===== config.mk =====
export PLATFORM = sky130hd
export DESIGN_NAME = pwm_capture_flat
export DESIGN_NICKNAME = d
export VERILOG_FILES = /design/src/rtl/pwm_capture_pkg.sv /design/src/rtl/pwm_capture_if.sv /design/src/rtl/pwm_capture_sync.sv /design/src/rtl/pwm_capture.sv /design/src/flat_wrapper.sv
export SDC_FILE = /design/constraint.sdc
export NUM_CORES = 1
export LEC_CHECK = 0
export ABC_AREA = 0
export CORE_MARGIN = 8
export CORE_UTILIZATION = 46
export DETAILED_ROUTE_END_ITERATION = 12
export GPL_TIMING_DRIVEN = 1
export PLACE_DENSITY = 0.74
export SYNTH_ARGS = -nofsm -noshare
export SYNTH_HDL_FRONTEND = slang
export SYNTH_HIERARCHICAL = 1
export SYNTH_SLANG_ARGS = --single-unit

===== constraint.sdc =====
create_clock -name clk -period 5.89 [get_ports clk]
set_clock_uncertainty 0.1 [all_clocks]
set_input_delay 1.178 -clock clk [delete_from_list [all_inputs] [get_ports clk]]
set_output_delay 1.178 -clock clk [all_outputs]
set_load 0.05 [all_outputs]

===== src/rtl/pwm_capture_pkg.sv =====
// pwm_capture_pkg: shared FSM encoding, default widths and saturation value for the PWM capture block.
// Included first so the interface, synchronizer and top all agree on CW and the state encoding.
package pwm_capture_pkg;

  localparam int CW_DEF   = 9;
  localparam int SYNC_DEF = 2;

  // All-ones terminal count for the default counter width
  localparam logic [CW_DEF-1:0] SAT_DEF = {CW_DEF{1'b1}};

  typedef enum logic [0:0] {
    IDLE    = 1'b0,
    MEASURE = 1'b1
  } state_e;

endpackage


===== src/rtl/pwm_capture_if.sv =====
// pwm_capture_if: enable/waveform inputs and measurement results of pwm_capture.
// master = capture block (drives results), slave = consumer (drives en and the waveform).
interface pwm_capture_if #(
  parameter int CW = pwm_capture_pkg::CW_DEF
);

  logic          en;
  logic          pwm_in;
  logic [CW-1:0] high_cnt;
  logic [CW-1:0] period_cnt;
  logic          valid;
  logic          overflow;
  logic          level;

  modport master (
    input  en,
    input  pwm_in,
    output high_cnt,
    output period_cnt,
    output valid,
    output overflow,
    output level
  );

  modport slave (
    output en,
    output pwm_in,
    input  high_cnt,
    input  period_cnt,
    input  valid,
    input  overflow,
    input  level
  );

endinterface


===== src/rtl/pwm_capture_sync.sv =====
// pwm_capture_sync: SYNC-deep synchronizer, optional 3-sample stability filter (PWM_CAPTURE_GLITCH_FILTER_EN), edge detect.
// Latency: SYNC cycles to level, +2 with the filter; no backpressure, outputs follow the line every cycle.
module pwm_capture_sync
  import pwm_capture_pkg::*;
#(
  parameter int SYNC = SYNC_DEF
) (
  input  logic clk,
  input  logic clr_n,
  input  logic din,
  output logic rise,
  output logic fall,
  output logic level
);

  logic [SYNC-1:0] sync_q;
  logic            raw;
  logic            s;
  logic            s_d;

  always_ff @(posedge clk or negedge clr_n) begin
    if (!clr_n) begin
      sync_q <= '0;
    end else begin
      sync_q <= {sync_q[SYNC-2:0], din};
    end
  end

  assign raw = sync_q[SYNC-1];

`ifdef PWM_CAPTURE_GLITCH_FILTER_EN
  logic f1_q;
  logic f2_q;
  logic s_q;

  // s only moves once three consecutive synchronized samples agree
  assign s = ((raw == f1_q) && (f1_q == f2_q)) ? raw : s_q;

  always_ff @(posedge clk or negedge clr_n) begin
    if (!clr_n) begin
      f1_q <= 1'b0;
      f2_q <= 1'b0;
      s_q  <= 1'b0;
    end else begin
      f1_q <= raw;
      f2_q <= f1_q;
      s_q  <= s;
    end
  end
`else
  assign s = raw;
`endif

  always_ff @(posedge clk or negedge clr_n) begin
    if (!clr_n) begin
      s_d <= 1'b0;
    end else begin
      s_d <= s;
    end
  end

  assign rise  = s & ~s_d;
  assign fall  = ~s & s_d;
  assign level = s;

endmodule


===== src/rtl/pwm_capture.sv =====
// pwm_capture: measures PWM high time and period in clk cycles; results + valid at edge SYNC+1 after the first high sample (+2 with PWM_CAPTURE_GLITCH_FILTER_EN).
// No backpressure: valid is a one-cycle strobe and the consumer must take it; overflow is sticky until the next valid.
module pwm_capture
  import pwm_capture_pkg::*;
#(
  parameter int CW   = CW_DEF,
  parameter int SYNC = SYNC_DEF
) (
  input  logic clk,
  input  logic clr_n,
  pwm_capture_if.master bus
);

  localparam logic [CW-1:0] SAT = {CW{1'b1}};

  logic          rise;
  logic          fall;
  logic          level_w;
  state_e        state;
  logic [CW-1:0] cnt;
  logic [CW-1:0] hi_lat;
  logic [CW-1:0] high_q;
  logic [CW-1:0] period_q;
  logic          valid_q;
  logic          overflow_q;

  pwm_capture_sync #(
    .SYNC (SYNC)
  ) u_sync (
    .clk   (clk),
    .clr_n (clr_n),
    .din   (bus.pwm_in),
    .rise  (rise),
    .fall  (fall),
    .level (level_w)
  );

  always_ff @(posedge clk or negedge clr_n) begin
    if (!clr_n) begin
      state      <= IDLE;
      cnt        <= '0;
      hi_lat     <= '0;
      high_q     <= '0;
      period_q   <= '0;
      valid_q    <= 1'b0;
      overflow_q <= 1'b0;
    end else if (!bus.en) begin
      // Results and overflow hold while disabled; the next rise only re-aligns
      state   <= IDLE;
      cnt     <= '0;
      valid_q <= 1'b0;
    end else begin
      valid_q <= 1'b0;

      if (rise) begin
        cnt <= CW'(1);
      end else if (cnt != SAT) begin
        cnt <= cnt + 1'b1;
      end

      case (state)
        IDLE: begin
          if (rise) begin
            state <= MEASURE;
          end else if (cnt == SAT) begin
            overflow_q <= 1'b1;
          end
        end
        MEASURE: begin
          // A rise landing on the saturation cycle is still a valid period
          if (rise) begin
            high_q     <= hi_lat;
            period_q   <= cnt;
            valid_q    <= 1'b1;
            overflow_q <= 1'b0;
          end else if (cnt == SAT) begin
            overflow_q <= 1'b1;
            state      <= IDLE;
          end else if (fall) begin
            hi_lat <= cnt;
          end
        end
        default: begin
          state <= IDLE;
        end
      endcase
    end
  end

  assign bus.high_cnt   = high_q;
  assign bus.period_cnt = period_q;
  assign bus.valid      = valid_q;
  assign bus.overflow   = overflow_q;
  assign bus.level      = level_w;

endmodule


===== src/flat_wrapper.sv =====
// flat-port wrapper written by rule: the top's interface ports become plain ports
module pwm_capture_flat import pwm_capture_pkg::*;
#(
  parameter int CW   = CW_DEF,
  parameter int SYNC = SYNC_DEF
)
  (clk, clr_n, bus_en, bus_pwm_in, bus_high_cnt, bus_period_cnt, bus_valid, bus_overflow, bus_level);
  pwm_capture_if #(.CW(CW)) bus_i ();
  input  logic clk;
  input  logic clr_n;
  input wire logic [$bits(bus_i.en)-1:0] bus_en;
  input wire logic [$bits(bus_i.pwm_in)-1:0] bus_pwm_in;
  output wire logic [$bits(bus_i.high_cnt)-1:0] bus_high_cnt;
  output wire logic [$bits(bus_i.period_cnt)-1:0] bus_period_cnt;
  output wire logic [$bits(bus_i.valid)-1:0] bus_valid;
  output wire logic [$bits(bus_i.overflow)-1:0] bus_overflow;
  output wire logic [$bits(bus_i.level)-1:0] bus_level;
  assign bus_i.en = bus_en;
  assign bus_i.pwm_in = bus_pwm_in;
  assign bus_high_cnt = bus_i.high_cnt;
  assign bus_period_cnt = bus_i.period_cnt;
  assign bus_valid = bus_i.valid;
  assign bus_overflow = bus_i.overflow;
  assign bus_level = bus_i.level;
  pwm_capture #(.CW(CW), .SYNC(SYNC)) u_core (.clk(clk), .clr_n(clr_n), .bus(bus_i));
endmodule

Yosys cells after proc, flatten, opt, wreduce, memory -nomap -nowiden
Cells that the tools add are included.

Word-level logic and storage cells: 38. Bits in latches: 0. Output and inout port bits: 21. Bits in registers: 42. Memories kept: 0. Bits in read-only memories: 0. RAM bits: 0. Bits of input ports: 4.

Multiply operators: 0. Div/mod/pow operators: 0. Mux-type cells: 14. Equal/unequal tests: 4. $lt $le $gt $ge: 0. Reduce and logical (&&, ||, !) cells: 3. Shift operators: 0. Bitwise gates (word level): 7. Add/subtract/negate cells: 1.

Operators by type and width (number): $mux W9 (3); $add A9 B1 Y9 const B (1); $eq A9 B9 Y1 const B (1); $mux W1 (9); $ne A9 B9 Y1 const B (1); $not A1 Y1 (5); $reduce_and A5 Y1 (1); $pmux W1 S2 (2); $ne A3 B1 Y1 const B (1); $reduce_and A3 Y1 (1); $and A1 B1 Y1 (2); $ne A2 B2 Y1 const B (1); $reduce_and A2 Y1 (1).

Logic depth before layout (Yosys ltp)
Depth after elaboration: 5. Depth in mapped cells: 8.

By module
The synthesis kept the hierarchy.

By module, submodules not included: pwm_capture (area an instance 1595.3 µm², cells an instance 112, times used 1); pwm_capture_sync (area an instance 90.1 µm², cells an instance 5, times used 1).

Worst setup path before layout
Ideal clock, no wire load.

Path type: input -> register. From: input bus_en. To: register u_core.hi_lat[0]. Setup time: 125 ps. Path buffers: 1. Path slack: 3612 ps. Arrival: 2054 ps. Cell stages on the path: 4. Path through: nand2b_1 -> buf_6 -> nor3_4 -> mux2_2.

Word-level cells in the longest chain between the ends: 1.

RTL lines: start: declaration (line flat_wrapper.sv:11) `input wire logic [$bits(bus_i.en)-1:0] bus_en;`; $reduce_and A5 Y1 (no source line); end signal: assignment (line pwm_capture.sv:80) `hi_lat <= cnt;`; end: declaration (line pwm_capture.sv:21) `logic [CW-1:0] hi_lat;`.

No other way between the ends. A chain may end at the register's enable or synchronous reset.

Worst setup path in the final report
From: register u_core.u_sync.sync_q[1]. To: output bus_level.

RTL lines: start: declaration (line pwm_capture_sync.sv:16) `logic [SYNC-1:0] sync_q;`; start signal: assignment (line pwm_capture_sync.sv:25) `sync_q <= {sync_q[SYNC-2:0], din};`; end: declaration (line flat_wrapper.sv:17) `output wire logic [$bits(bus_i.level)-1:0] bus_level;`.

No word-level cell between the ends.

==> run metrics <==
largest family of logic cells by synthesized area=multiplexers; Power per Cell Area=250 mW/mm2; status=completed; die width=76.5 um; pin count of the biggest net entering global routing=43; synth unique cells=25; total negative slack=0 ns; gr ovfl total=0; maximum VDD drop=0.137 mV; hold_buf cts=0; Mapped Area=0.00169 mm2; crit path max fanout=4; critical path class=flop to output port; fmax=355 MHz; final WL=2.74 mm; simple logic cell fraction of the synthesized area=8.98%; post-synthesis mux area share=19.2%; Period minus WS final=2.81 ns; worst skew pair latency=0.34 ns; Net Count, Synth=124; Clock Tree Root=clkbuf_4; CP Launch Type=flop; most common cell in the netlist=dfrtp_1; Tot GR Track Use=10.2%; initial DRC count=24; Core Region=0.00358 mm2; Max Cap Viol=0; Longest Clk Path Bufs=2; leakage power figure=0.000943 uW; buffers and inverters on the worst path=1; Power, Total=504 uW; flops & latches, synth=42; Mapped Cells=117; Async SR Flop Fraction=100%; longest individual stage delay on the worst path=0.81 ns; clock-pin slew on the worst setup and hold paths=0.10 ns; layout cells sized above 1=26.2%; initial core utilization=47.1%; cell taking the most area after synthesis=dfrtp_1; diode count=0; Port Buffers=24; Worst Setup End Kind=output port; die area=0.00586 mm2; worst hold-check path type=flop to flop; PostCTS Resize Cnt=0; crit-path cells=clkdlybuf4s50_1; WL/cell=14.2 um; Die Span Y=76.5 um; Rows=22; compound-gate portion of the synthesized area=3.34%; most common flop cell mapped by yosys=dfrtp_1; Synth Area in XOR/XNOR=2.08%; Worst Path Arrival=1.53 ns; most instantiated cells after synthesis=dfrtp_1 (42), mux2_2 (27), nor2_1 (6); final hold violation count=0; Synth top area share=62.4%; slew margin rel.=39.3%; RSZ-0062 raised after global routing=false; crit share post-route=47.8%; postcts setup bufs=0; CP max stage cell=clkdlybuf4s50_1; Post-synth EDFFs=0; Synth Warn #=6; ANT nets after route=0; final net count=151; Area Growth Syn to Fin=19.5%; final setup fails=0; sequential area share after synthesis=62.4%; Critical Path RT=4.61 ns; top cells by area, synth=dfrtp_1 (62%), mux2_2 (18%), ha_1 (2.2%); Worst-Margin Slew=0.908 ns; Vias per Instance=5.12; cell family with most CP delay=buffers and inverters; H-tree levels=2; worst hold margin=0.256 ns; detailed placement HPWL=1.94 mm; I/O pin cnt=25; fill cell count=303; max-slew violations=0; synthesized-area fraction occupied by adder cells=2.23%; DR pass1 iterations=4; DRC=0; vias in the first global route=1020; gp weighted congestion=0.865; via count=989; first-pass GRT wire length=4.82 mm; initial antenna violation count=0; cts bufs inserted=5; CTS tree=built; clock sink total=42; Avg Cell Area, Syn=14.4 um2; Finished Core Util=56.3%
layer usage:
metal	GRT usage, %	part of all wire (%)	vias up	routed length (um)
li1	-	-	462	-
met1	11.2	43	498	1180
met2	15.9	49	24	1340
met3	5.31	6.3	5	173
met4	5.19	1.7	0	47
met5	0	0	-	0
report_power, final:
part           internal, uW  switching, uW  total (uW)
Combinational          20.9           35.3        56.1
Clock                  57.9           83.9         142
Sequential              299           6.72         306
registers in the layout, indices dropped and copies added, names as in the netlist, 2 cells and up:
name                   cells
u_core/bus.high_cnt        9
u_core/hi_lat              9
u_core/bus.period_cnt      9
u_core/cnt                 9
u_core/u_sync/sync_q       2
through the flow:
step	instances	setup WS [ns]	area, um2
after global routing	193	2.97	2010
after CTS	193	3.04	2010
after detailed placement	185	2.68	1950
final	193	3.08	2010
after global placement	185	2.73	1950
after floorplan	117	3.61	1690
logic make-up (layout without fill, tap and decap cells):
logic type	count (synthesis)	in the layout
XOR/XNOR	4	4
AND/OR/NAND/NOR	25	25
flip-flops	42	42
AO/OA/AOI/OAI	9	9
adder cells (fa/ha/maj)	3	3
multiplexers	29	29
buffers and inverters	5	33
cell type report:
cell class | instances | area, um2 | area share [%]
Clock buffer | 7 | 55.1 | 2.73
Clock inverter | 1 | 5.00 | 0.248
Inverter | 1 | 3.75 | 0.186
Multi-Input combinational cell | 70 | 604 | 30.0
Sequential cell | 42 | 1050 | 52.2
Tap cell | 48 | 60.1 | 2.98
Timing Repair Buffer | 24 | 235 | 11.7
cells in the final DEF, fill, tap and decap left out:
cell type / synthesis / routed
dfrtp_1: 42 / 42
a21oi_1: 3 / 3
clkinv_2: 0 / 1
xor2_1: 2 / 2
clkbuf_1: 0 / 1
nand2_1: 3 / 3
or4_1: 1 / 1
clkdlybuf4s50_1: 0 / 23
nand4b_1: 2 / 2
nor3_4: 1 / 1
inv_1: 1 / 1
o21a_1: 2 / 2
nand4_1: 1 / 1
nor2_1: 6 / 6
and2b_2: 2 / 2
mux2_2: 27 / 27
o21ai_0: 2 / 2
nor2b_1: 3 / 3
nand2b_1: 1 / 1
a22o_1: 1 / 1
o31ai_1: 1 / 1
buf_2: 3 / 1
clkbuf_4: 0 / 5
ha_1: 3 / 3
xnor2_1: 2 / 2
clkbuf_8: 0 / 1
or3_1: 2 / 2
nand3_1: 3 / 3
mux2i_1: 2 / 2
worst paths after layout:
path / from / to / slack, ns / depth (start not counted)
hold / removal: u_core/u_sync/sync_q[0] / u_core/u_sync/sync_q[1] / 0.26 / 0
hold reg to reg: u_core/u_sync/sync_q[0] / u_core/u_sync/sync_q[1] / 0.26 / 0
setup / recovery: u_core/u_sync/sync_q[1] / bus_level / 3.08 / 1
max in group asynchronous: clr_n / u_core/cnt[5] / 4.29 / 1
setup reg to reg: u_core/cnt[0] / u_core/cnt[7] / 3.67 / 7
min in group asynchronous: clr_n / u_core/bus.high_cnt[0] / 0.84 / 1
(Power assumes the default switching activity.)
